`config.mk`:
```
export PLATFORM = sky130hd
export DESIGN_NAME = controlador_posicionamento_flat
export DESIGN_NICKNAME = d
export VERILOG_FILES = /design/src/rtl/batalha_naval_pkg.sv /design/src/rtl/controlador_posicionamento_if.sv /design/src/rtl/watchdog_validador.sv /design/src/rtl/controlador_posicionamento.sv /design/src/flat_wrapper.sv
export SDC_FILE = /design/constraint.sdc
export NUM_CORES = 1
export LEC_CHECK = 0
export CORE_MARGIN = 2
export CORE_UTILIZATION = 38
export CTS_BUF_LIST = sky130_fd_sc_hd__clkbuf_8
export CTS_CLUSTER_SIZE = 16
export DETAILED_ROUTE_END_ITERATION = 8
export PLACE_DENSITY = 0.68
export SKIP_CTS_REPAIR_TIMING = 1
export SYNTH_ARGS = -nofsm -noshare
export SYNTH_HDL_FRONTEND = slang
export SYNTH_SLANG_ARGS = --single-unit
```
`constraint.sdc`:
```
create_clock -name clk -period 2 [get_ports clk]
set_clock_uncertainty 0.1 [all_clocks]
set_input_delay 0.4 -clock clk [delete_from_list [all_inputs] [get_ports clk]]
set_output_delay 0.4 -clock clk [all_outputs]
set_load 0.02 [all_outputs]
```
`src/rtl/batalha_naval_pkg.sv`:
```
// Shared constants, fleet table and placement-sequencer state encoding for Batalha Naval.
package batalha_naval_pkg;

    localparam int NUM_NAVIOS     = 11;
    localparam int TIMEOUT_CICLOS = 64;

    localparam logic [2:0] TIPO_PORTA_AVIOES = 3'd0;
    localparam logic [2:0] TIPO_ENCOURACADO  = 3'd1;
    localparam logic [2:0] TIPO_CRUZADOR     = 3'd2;
    localparam logic [2:0] TIPO_SUBMARINO    = 3'd3;

    typedef enum logic [2:0] {
        OCIOSO,
        ESPERA,
        LIBERA,
        VALIDA,
        RESULTADO,
        TROCA,
        CONCLUIDO
    } estado_posic_t;

    // Fleet order: 1 carrier, 2 battleships, 3 cruisers, 5 submarines.
    function automatic logic [2:0] tipo_do_navio(input logic [3:0] indice);
        if (indice == 4'd0) begin
            return TIPO_PORTA_AVIOES;
        end else if (indice <= 4'd2) begin
            return TIPO_ENCOURACADO;
        end else if (indice <= 4'd5) begin
            return TIPO_CRUZADOR;
        end else begin
            return TIPO_SUBMARINO;
        end
    endfunction

endpackage

```
`src/rtl/controlador_posicionamento_if.sv`:
```
// Handshake bundle between the placement sequencer (master) and the placement validator (slave).
interface controlador_posicionamento_if;

    logic       val_enable;
    logic [2:0] val_tipo;
    logic [3:0] val_x1;
    logic [3:0] val_y1;
    logic       val_direcao;
    logic [2:0] val_orientacao;
    logic       val_jogador;
    logic       val_ready;
    logic       val_conflito;
    logic       val_conflitoBorda;
    logic       val_conflitoMemoria;

    modport master (
        output val_enable, val_tipo, val_x1, val_y1, val_direcao, val_orientacao, val_jogador,
        input  val_ready, val_conflito, val_conflitoBorda, val_conflitoMemoria
    );

    modport slave (
        input  val_enable, val_tipo, val_x1, val_y1, val_direcao, val_orientacao, val_jogador,
        output val_ready, val_conflito, val_conflitoBorda, val_conflitoMemoria
    );

endinterface

```
`src/rtl/watchdog_validador.sv`:
```
// Validator watchdog: cleared by carrega_i, counts while conta_i, flags LIMITE cycles.
// Built only when VALIDADOR_WATCHDOG_EN is defined.
`ifdef VALIDADOR_WATCHDOG_EN
module watchdog_validador #(
    parameter int LIMITE = 64
) (
    input  logic clk,
    input  logic rst,
    input  logic carrega_i,
    input  logic conta_i,
    output logic expirou_o
);

    localparam int W = $clog2(LIMITE);

    logic [W-1:0] contagem_q;
    logic [W-1:0] contagem_d;

    assign expirou_o = (contagem_q == W'(LIMITE - 1));

    always_comb begin
        contagem_d = contagem_q;
        if (carrega_i) begin
            contagem_d = '0;
        end else if (conta_i && !expirou_o) begin
            contagem_d = contagem_q + W'(1);
        end
    end

    always_ff @(posedge clk or posedge rst) begin
        if (rst) begin
            contagem_q <= '0;
        end else begin
            contagem_q <= contagem_d;
        end
    end

endmodule
`endif

```
`src/rtl/controlador_posicionamento.sv`:
```
// Ship-placement sequencer for Batalha Naval: walks both fleets, drives the validator, reports results.
// Optional validator watchdog enabled by defining VALIDADOR_WATCHDOG_EN.
module controlador_posicionamento
    import batalha_naval_pkg::*;
(
    input  logic                                clk,
    input  logic                                rst,
    input  logic                                iniciar_i,
    input  logic                                confirma_i,
    input  logic [3:0]                          x_i,
    input  logic [3:0]                          y_i,
    input  logic                                direcao_i,
    input  logic [2:0]                          orientacao_i,
    controlador_posicionamento_if.master         val_if,
    output logic [3:0]                          indice_navio_o,
    output logic                                aceito_o,
    output logic                                erro_borda_o,
    output logic                                erro_memoria_o,
    output logic                                ocupado_o,
    output logic                                fase_concluida_o,
    output logic                                erro_timeout_o
);

    localparam logic [3:0] ULTIMO_NAVIO = 4'(NUM_NAVIOS - 1);

    estado_posic_t estado_q, estado_d;
    logic [3:0]    indice_q, indice_d;
    logic          jogador_q, jogador_d;
    logic [3:0]    x_q, x_d, y_q, y_d;
    logic          direcao_q, direcao_d;
    logic [2:0]    orientacao_q, orientacao_d;
    logic [2:0]    tipo_q, tipo_d;
    logic          enable_q, enable_d;
    logic          conflito_q, conflito_d;
    logic          borda_q, borda_d;
    logic          memoria_q, memoria_d;
    logic          aceito_q, aceito_d;
    logic          erro_borda_q, erro_borda_d;
    logic          erro_memoria_q, erro_memoria_d;
    logic          ocupado_q, ocupado_d;
    logic          concluida_q, concluida_d;

`ifdef VALIDADOR_WATCHDOG_EN
    logic expirou;
    logic timeout_q, timeout_d;

    // Counter is cleared on the same edge that launches the validator.
    watchdog_validador #(
        .LIMITE(TIMEOUT_CICLOS)
    ) u_watchdog (
        .clk       (clk),
        .rst       (rst),
        .carrega_i (estado_q == LIBERA && !val_if.val_ready),
        .conta_i   (estado_q == VALIDA),
        .expirou_o (expirou)
    );
`endif

    always_comb begin
        estado_d       = estado_q;
        indice_d       = indice_q;
        jogador_d      = jogador_q;
        x_d            = x_q;
        y_d            = y_q;
        direcao_d      = direcao_q;
        orientacao_d   = orientacao_q;
        enable_d       = enable_q;
        conflito_d     = conflito_q;
        borda_d        = borda_q;
        memoria_d      = memoria_q;
        aceito_d       = 1'b0;
        erro_borda_d   = 1'b0;
        erro_memoria_d = 1'b0;
`ifdef VALIDADOR_WATCHDOG_EN
        timeout_d      = 1'b0;
`endif

        case (estado_q)
            OCIOSO: begin
                if (iniciar_i) begin
                    estado_d = ESPERA;
                end
            end
            ESPERA: begin
                if (confirma_i) begin
                    x_d          = x_i;
                    y_d          = y_i;
                    direcao_d    = direcao_i;
                    orientacao_d = orientacao_i;
                    estado_d     = LIBERA;
                end
            end
            LIBERA: begin
                // A ready left high from the previous check must clear before launching.
                if (!val_if.val_ready) begin
                    enable_d = 1'b1;
                    estado_d = VALIDA;
                end
            end
            VALIDA: begin
                if (val_if.val_ready) begin
                    enable_d   = 1'b0;
                    conflito_d = val_if.val_conflito;
                    borda_d    = val_if.val_conflitoBorda;
                    memoria_d  = val_if.val_conflitoMemoria;
                    estado_d   = RESULTADO;
                end
`ifdef VALIDADOR_WATCHDOG_EN
                else if (expirou) begin
                    enable_d  = 1'b0;
                    timeout_d = 1'b1;
                    estado_d  = ESPERA;
                end
`endif
            end
            RESULTADO: begin
                if (conflito_q) begin
                    erro_borda_d   = borda_q;
                    erro_memoria_d = memoria_q;
                    estado_d       = ESPERA;
                end else begin
                    aceito_d = 1'b1;
                    if (indice_q < ULTIMO_NAVIO) begin
                        indice_d = indice_q + 4'd1;
                        estado_d = ESPERA;
                    end else begin
                        estado_d = TROCA;
                    end
                end
            end
            TROCA: begin
                if (!jogador_q) begin
                    jogador_d = 1'b1;
                    indice_d  = 4'd0;
                    estado_d  = ESPERA;
                end else begin
                    estado_d = CONCLUIDO;
                end
            end
            CONCLUIDO: begin
                if (iniciar_i) begin
                    indice_d  = 4'd0;
                    jogador_d = 1'b0;
                    estado_d  = ESPERA;
                end
            end
            default: begin
                estado_d = OCIOSO;
            end
        endcase

        ocupado_d   = (estado_d != OCIOSO) && (estado_d != CONCLUIDO);
        concluida_d = (estado_d == CONCLUIDO);
        tipo_d      = tipo_do_navio(indice_d);
    end

    always_ff @(posedge clk or posedge rst) begin
        if (rst) begin
            estado_q       <= OCIOSO;
            indice_q       <= 4'd0;
            jogador_q      <= 1'b0;
            x_q            <= 4'd0;
            y_q            <= 4'd0;
            direcao_q      <= 1'b0;
            orientacao_q   <= 3'd0;
            tipo_q         <= 3'd0;
            enable_q       <= 1'b0;
            conflito_q     <= 1'b0;
            borda_q        <= 1'b0;
            memoria_q      <= 1'b0;
            aceito_q       <= 1'b0;
            erro_borda_q   <= 1'b0;
            erro_memoria_q <= 1'b0;
            ocupado_q      <= 1'b0;
            concluida_q    <= 1'b0;
        end else begin
            estado_q       <= estado_d;
            indice_q       <= indice_d;
            jogador_q      <= jogador_d;
            x_q            <= x_d;
            y_q            <= y_d;
            direcao_q      <= direcao_d;
            orientacao_q   <= orientacao_d;
            tipo_q         <= tipo_d;
            enable_q       <= enable_d;
            conflito_q     <= conflito_d;
            borda_q        <= borda_d;
            memoria_q      <= memoria_d;
            aceito_q       <= aceito_d;
            erro_borda_q   <= erro_borda_d;
            erro_memoria_q <= erro_memoria_d;
            ocupado_q      <= ocupado_d;
            concluida_q    <= concluida_d;
        end
    end

`ifdef VALIDADOR_WATCHDOG_EN
    always_ff @(posedge clk or posedge rst) begin
        if (rst) begin
            timeout_q <= 1'b0;
        end else begin
            timeout_q <= timeout_d;
        end
    end

    assign erro_timeout_o = timeout_q;
`else
    assign erro_timeout_o = 1'b0;
`endif

    assign val_if.val_enable     = enable_q;
    assign val_if.val_tipo       = tipo_q;
    assign val_if.val_x1         = x_q;
    assign val_if.val_y1         = y_q;
    assign val_if.val_direcao    = direcao_q;
    assign val_if.val_orientacao = orientacao_q;
    assign val_if.val_jogador    = jogador_q;

    assign indice_navio_o   = indice_q;
    assign aceito_o         = aceito_q;
    assign erro_borda_o     = erro_borda_q;
    assign erro_memoria_o   = erro_memoria_q;
    assign ocupado_o        = ocupado_q;
    assign fase_concluida_o = concluida_q;

endmodule

```
`src/flat_wrapper.sv`:
```
// flat-port wrapper written by rule: the top's interface ports become plain ports
module controlador_posicionamento_flat import batalha_naval_pkg::*;
  (clk, rst, iniciar_i, confirma_i, x_i, y_i, direcao_i, orientacao_i, indice_navio_o, aceito_o, erro_borda_o, erro_memoria_o, ocupado_o, fase_concluida_o, erro_timeout_o, val_if_val_enable, val_if_val_tipo, val_if_val_x1, val_if_val_y1, val_if_val_direcao, val_if_val_orientacao, val_if_val_jogador, val_if_val_ready, val_if_val_conflito, val_if_val_conflitoBorda, val_if_val_conflitoMemoria);
  controlador_posicionamento_if val_if_i ();
  input  logic clk;
  input  logic rst;
  input  logic iniciar_i;
  input  logic confirma_i;
  input  logic [3:0] x_i;
  input  logic [3:0] y_i;
  input  logic direcao_i;
  input  logic [2:0] orientacao_i;
  output logic [3:0] indice_navio_o;
  output logic aceito_o;
  output logic erro_borda_o;
  output logic erro_memoria_o;
  output logic ocupado_o;
  output logic fase_concluida_o;
  output logic erro_timeout_o;
  output wire logic [$bits(val_if_i.val_enable)-1:0] val_if_val_enable;
  output wire logic [$bits(val_if_i.val_tipo)-1:0] val_if_val_tipo;
  output wire logic [$bits(val_if_i.val_x1)-1:0] val_if_val_x1;
  output wire logic [$bits(val_if_i.val_y1)-1:0] val_if_val_y1;
  output wire logic [$bits(val_if_i.val_direcao)-1:0] val_if_val_direcao;
  output wire logic [$bits(val_if_i.val_orientacao)-1:0] val_if_val_orientacao;
  output wire logic [$bits(val_if_i.val_jogador)-1:0] val_if_val_jogador;
  input wire logic [$bits(val_if_i.val_ready)-1:0] val_if_val_ready;
  input wire logic [$bits(val_if_i.val_conflito)-1:0] val_if_val_conflito;
  input wire logic [$bits(val_if_i.val_conflitoBorda)-1:0] val_if_val_conflitoBorda;
  input wire logic [$bits(val_if_i.val_conflitoMemoria)-1:0] val_if_val_conflitoMemoria;
  assign val_if_val_enable = val_if_i.val_enable;
  assign val_if_val_tipo = val_if_i.val_tipo;
  assign val_if_val_x1 = val_if_i.val_x1;
  assign val_if_val_y1 = val_if_i.val_y1;
  assign val_if_val_direcao = val_if_i.val_direcao;
  assign val_if_val_orientacao = val_if_i.val_orientacao;
  assign val_if_val_jogador = val_if_i.val_jogador;
  assign val_if_i.val_ready = val_if_val_ready;
  assign val_if_i.val_conflito = val_if_val_conflito;
  assign val_if_i.val_conflitoBorda = val_if_val_conflitoBorda;
  assign val_if_i.val_conflitoMemoria = val_if_val_conflitoMemoria;
  controlador_posicionamento u_core (.clk(clk), .rst(rst), .iniciar_i(iniciar_i), .confirma_i(confirma_i), .x_i(x_i), .y_i(y_i), .direcao_i(direcao_i), .orientacao_i(orientacao_i), .val_if(val_if_i), .indice_navio_o(indice_navio_o), .aceito_o(aceito_o), .erro_borda_o(erro_borda_o), .erro_memoria_o(erro_memoria_o), .ocupado_o(ocupado_o), .fase_concluida_o(fase_concluida_o), .erro_timeout_o(erro_timeout_o));
endmodule
```
; Yosys cells after proc, flatten, opt, wreduce, memory -nomap -nowiden
; Cells that the tools add are included.
[classes]
addsub = 1
magnitude_cmp = 3
n_eq_ne = 11
muxes = 27
reduce_logical = 11
[op_table]
columns = cell, count
row1 = $mux W3, 9
row2 = $pmux W3 S6, 1
row3 = $mux W4, 4
row4 = $eq A3 B3 Y1 const B, 4
row5 = $pmux W4 S3, 1
row6 = $mux W1, 10
row7 = $eq A3 B2 Y1 const B, 2
row8 = $ne A2 B2 Y1 const B, 3
row9 = $reduce_and A2 Y1, 3
row10 = $add A4 B1 Y4 const B, 1
row11 = $le A4 B2 Y1 const B, 1
row12 = $le A4 B3 Y1 const B, 1
row13 = $logic_not A4 Y1, 1
row14 = $lt A4 B4 Y1 const B, 1
row15 = $pmux W1 S2, 2
row16 = $reduce_bool A2 Y1, 2
row17 = $eq A3 B1 Y1 const B, 1
row18 = $logic_not A3 Y1, 1
row19 = $ne A3 B3 Y1 const B, 1
row20 = $reduce_and A3 Y1, 1
row21 = $reduce_bool A3 Y1, 1
row22 = $reduce_or A2 Y1, 1
row23 = $logic_and A1 B1 Y1, 1
[word_totals]
register_bits = 32
in_bits = 20
out_inout_bits = 27

; Longest topological paths before layout
[depth]
ltp_word = 8
depth_mapped = 7
depth_no_buf = 6

; Worst setup path before layout
; Ideal clock, no wire load.
[synth_path]
path_kind = flip-flop to flip-flop
start = reg u_core.indice_q[2] (netlist: u_core.indice_navio_o[2])
end = reg u_core.tipo_q[0] (netlist: u_core.val_if.val_tipo[0])
setup_time_ns = 0.125
arrival_ns = 1.567
required_ns = 1.775
setup_slack_ns = 0.208
stages_incl_launch_ff = 6
n_path_buf = 0
cell_sequence = dfrtp_1 > o21ai_1 > and2_1 > and3_4 > or3_1 > mux2_4
[synth_via]
elab_chain_cells = 8
word_cells_on_any_way = 13
[synth_lines]
columns = element, line
row1 = from (decl), controlador_posicionamento.sv:27  ; logic [3:0] indice_q, indice_d;
row2 = from (signal assigned), controlador_posicionamento.sv:178  ; indice_q <= indice_d;
row3 = $add A4 B1 Y4 or $lt A4 B4 Y1 (tied branches), "controlador_posicionamento.sv:124, controlador_posicionamento.sv:123"
row4 = $mux W4, controlador_posicionamento.sv:123  ; if (indice_q < ULTIMO_NAVIO) begin
row5 = $mux W4, controlador_posicionamento.sv:117  ; if (conflito_q) begin
row6 = $pmux W4 S3 *, controlador_posicionamento.sv:78  ; case (estado_q)
row7 = $le A4 B3 Y1, batalha_naval_pkg.sv:28  ; end else if (indice <= 4'd5) begin
row8 = $mux W1, batalha_naval_pkg.sv:28
row9 = $mux W3, batalha_naval_pkg.sv:26  ; end else if (indice <= 4'd2) begin
row10 = $mux W3 *, batalha_naval_pkg.sv:24  ; if (indice == 4'd0) begin
row11 = net u_core.tipo_d[0], controlador_posicionamento.sv:32  ; logic [2:0] tipo_q, tipo_d;
row12 = to (signal assigned), controlador_posicionamento.sv:184  ; tipo_q <= tipo_d;
row13 = to (decl), controlador_posicionamento.sv:32
; The timed path passes the listed nets; every way through them passes the cells marked *.
; A chain may end at the register's enable or synchronous reset.

; Worst setup path after layout
[layout_path]
start = reg u_core.estado_q[1]
end = reg u_core.tipo_q[0] (netlist: u_core.val_if.val_tipo[0])
[layout_via]
elab_chain_cells = 6
word_cells_on_any_way = 10
[layout_lines]
columns = element, line
row1 = from (decl), controlador_posicionamento.sv:26  ; estado_posic_t estado_q, estado_d;
row2 = from (signal assigned), controlador_posicionamento.sv:177  ; estado_q <= estado_d;
row3 = $eq A3 B3 Y1, controlador_posicionamento.sv:78
row4 = $pmux W4 S3 *, controlador_posicionamento.sv:78
row5 = $le A4 B3 Y1, batalha_naval_pkg.sv:28
row6 = $mux W1, batalha_naval_pkg.sv:28
row7 = $mux W3, batalha_naval_pkg.sv:26
row8 = $mux W3 *, batalha_naval_pkg.sv:24
row9 = net u_core.tipo_d[0], controlador_posicionamento.sv:32
; Marked as above.

==> out/qor.txt <==
Run status - completed
Initial Util - 39.4%
Chip width - 65.4 um
Register area share after synthesis - 54.2%
Vias in the first global route - 1043
P_leak - 0.941 nW
Initial antenna violation count - 0
Worst vdd ir - 0.523 mV
Height of the die - 65.4 um
Die area - 4270 um^2
Total CTS buffers - 5
Sw frac - 36.2%
Initial drt markers - 43
Vias/cell - 4.82
Buffers added on ports - 44
Clock Root Buffer - clkbuf_8
Area grow syn2layout - 45.1%
CP Capture Point - u_core.val_if.val_tipo[0]
CP required - 2070 ps
Synth Warn # - 0
Global-route wire length before repair - 4950 um
Final Hold Viols - 0
Crit end category - flip-flop
# IOs - 47
Antenna cells - 0
Post-synthesis cell type count - 40
GPL Wtd Cong - 0.869
Startpoint types - flip-flop
F_max - 505 MHz
Remaining global-route overflow - 0
Core area - 3630 um^2
Critical path origin - u_core.estado_q[1]
Worst Hold Slack - 402 ps
Slew Limit Fails - 0
Final nets - 197
Clock latency on the worst-skew pair - 280 ps
Total GRT Usage - 15.5%
Setup tns final - 0 ps
Fraction of layout cells with a size suffix above 1 - 24.3%
Critical path type - flip-flop to flip-flop
Hold path startpoint - u_core.memoria_q
Avg Cell Area, Syn - 11.8 um^2
Total number of vias - 1084
CTS H-tree lvls - 2
WL/cell - 13.6 um
Final setup violation count - 0
FF-to-FF setup slack - 20 ps
Max-cap violations - 0
PD cells - 1550 nW/um^2
Biggest area consumer among synthesized cells - dfrtp_1
Total internal power - 2.06 mW
R2r startpoint - u_core.estado_q[1]
Logic pwr share - 49.8%
Largest net degree at the start of global routing - 32
Top cells by area, synth - dfrtp_1 (54%), mux2_2 (12%), buf_4 (2.6%)
Worst-path clk slew - 70 ps
Final antenna-violating net count - 0
Critical Path AT - 2050 ps
Worst-path fanout max - 4
Clk network pwr share - 16.8%
Dpl hpwl - 2330 um
Synth Cell Area - 1430 um^2
Sink Count - 31
Hold Path Class - flip-flop to flip-flop
DRT Wirelength - 3060 um
Post-synthesis cell count - 121
Sequential Power Share - 33.4%
CTS tree - done
Setup ws final - 20.5 ps
Worst R2R End - u_core.val_if.val_tipo[0]
Fin crit share - 99.0%
Yosys top cell area share - 54.2%
Cell row count - 22
Flops & latches, synth - 31
1st-pass router iterations - 4
Clock Path Buffers - 2
RSZ-0062 raised after global routing - false
Pre-CTS WS - -230 ps
Worst r2r path cells - 5
Period minus WS final - 1980 ps
Switching power - 1.17 mW
PnR Total Power - 3.22 mW
Drt drc - 0
## flip-flops by register name, indices dropped and copies added (netlist names), 2 cells and up
name and cells:
u_core.val_if.val_y1 4, u_core.val_if.val_x1 4, u_core.val_if.val_orientacao 3, u_core.indice_navio_o 4, u_core.val_if.val_tipo 2, u_core.estado_q 3
## worst min-delay path by stage
stage | to | slack (ps) | depth (start not counted)
detailed placement | u_core.memoria_q | 390 | 1
finish | u_core.memoria_q | 400 | 1
global placement | u_core.val_if.val_y1[1] | 390 | 1
global route | u_core.memoria_q | 410 | 1
CTS | u_core.memoria_q | 400 | 1
floorplan | u_core.borda_q | 370 | 1
## critical path, stage by stage, from the launching register on
cell,delay (ps)
dfrtp_2,450
or3b_4,410
a21o_1,180
a31oi_1,240
o211ai_1,160
mux2_4,330
## cells in the mapped netlist
| library cell | count |
|---|---|
| nor3_1 | 1 |
| a31oi_2 | 1 |
| nor2b_1 | 2 |
| or3_1 | 1 |
| ha_1 | 1 |
| o21bai_1 | 1 |
| or3b_4 | 1 |
| and2b_1 | 1 |
| a21oi_1 | 4 |
| a41oi_1 | 1 |
| buf_6 | 1 |
| inv_1 | 8 |
| mux2_4 | 1 |
| nor4b_2 | 1 |
| a31oi_1 | 3 |
| nand3_1 | 3 |
| and2_1 | 1 |
| o22ai_4 | 1 |
| or2b_1 | 1 |
| o211ai_1 | 1 |
| or2_1 | 1 |
| dfrtp_1 | 31 |
| a211o_1 | 1 |
| o21ai_0 | 1 |
| a22o_1 | 1 |
| o31a_1 | 1 |
| conb_1 | 1 |
| or2_2 | 2 |
| o31ai_1 | 1 |
| mux2_2 | 15 |
| nor2_1 | 9 |
| o21ai_1 | 1 |
| a21o_1 | 1 |
| and3_4 | 1 |
| nand2_1 | 8 |
| buf_4 | 5 |
| and3_1 | 3 |
| nor2b_4 | 1 |
| o22a_1 | 1 |
| a311oi_1 | 1 |
## power by group through the flow
stage / registers [mW] / clock network (mW) / logic, mW
after floorplan: 1.30 / 0 / 0.719
after global placement: 1.09 / 0 / 1.52
after detailed placement: 1.10 / 0 / 1.56
after CTS: 1.09 / 0.553 / 1.56
after global routing: 1.12 / 0.588 / 1.72
final: 1.08 / 0.541 / 1.61
## cells by family after synthesis
kind of cell | Yosys count | synth area share (%)
AO/OA/AOI/OAI | 21 | 11.5
adder cells (fa/ha/maj) | 1 | 0.874
other | 1 | 0.262
AND/OR/NAND/NOR | 37 | 14.9
flip-flops | 31 | 54.2
multiplexers | 16 | 12.8
buffers and inverters | 14 | 5.51
## placed cells by master (no fill, tap or decap), drive strengths merged, types with 4 or more instances in the layout
master         Yosys  routed
buf                6       9
and3               4       4
mux2              16      16
dfrtp             31      31
clkdlybuf4s50      0      44
a31oi              4       4
nor2               9       9
clkbuf             0       7
inv                8       8
nand2              8       8
a21oi              4       4
## layout make-up
cell class / count / area, um^2
fillers: 328 / 1560
clock inverters: 1 / 7.51
well taps: 48 / 60.1
multi-input cells: 77 / 586
inverters: 8 / 30.0
clock buffers: 7 / 96.3
repair buffers: 53 / 520
flip-flops and latches: 31 / 777
## per-layer routing
layer | wire [um] | up-vias | global-route usage [%]
li1 | - | 525 | -
met1 | 1290 | 513 | 19.4
met2 | 1470 | 40 | 25.0
met3 | 240 | 6 | 4.97
met4 | 57 | 0 | 6.25
met5 | 0 | - | 0
## metrics by stage
stage          instance area (um^2)  cells  utilization, %
6_report                       2080    225            57.2
5_1_grt                        2080    225            57.2
4_1_cts                        2060    224            56.6
3_5_place_dp                   1950    216            53.7
3_3_place_gp                   1950    216            53.7
2_1_floorplan                  1440    122               -
Note: power is estimated with default switching activity, not from simulation.
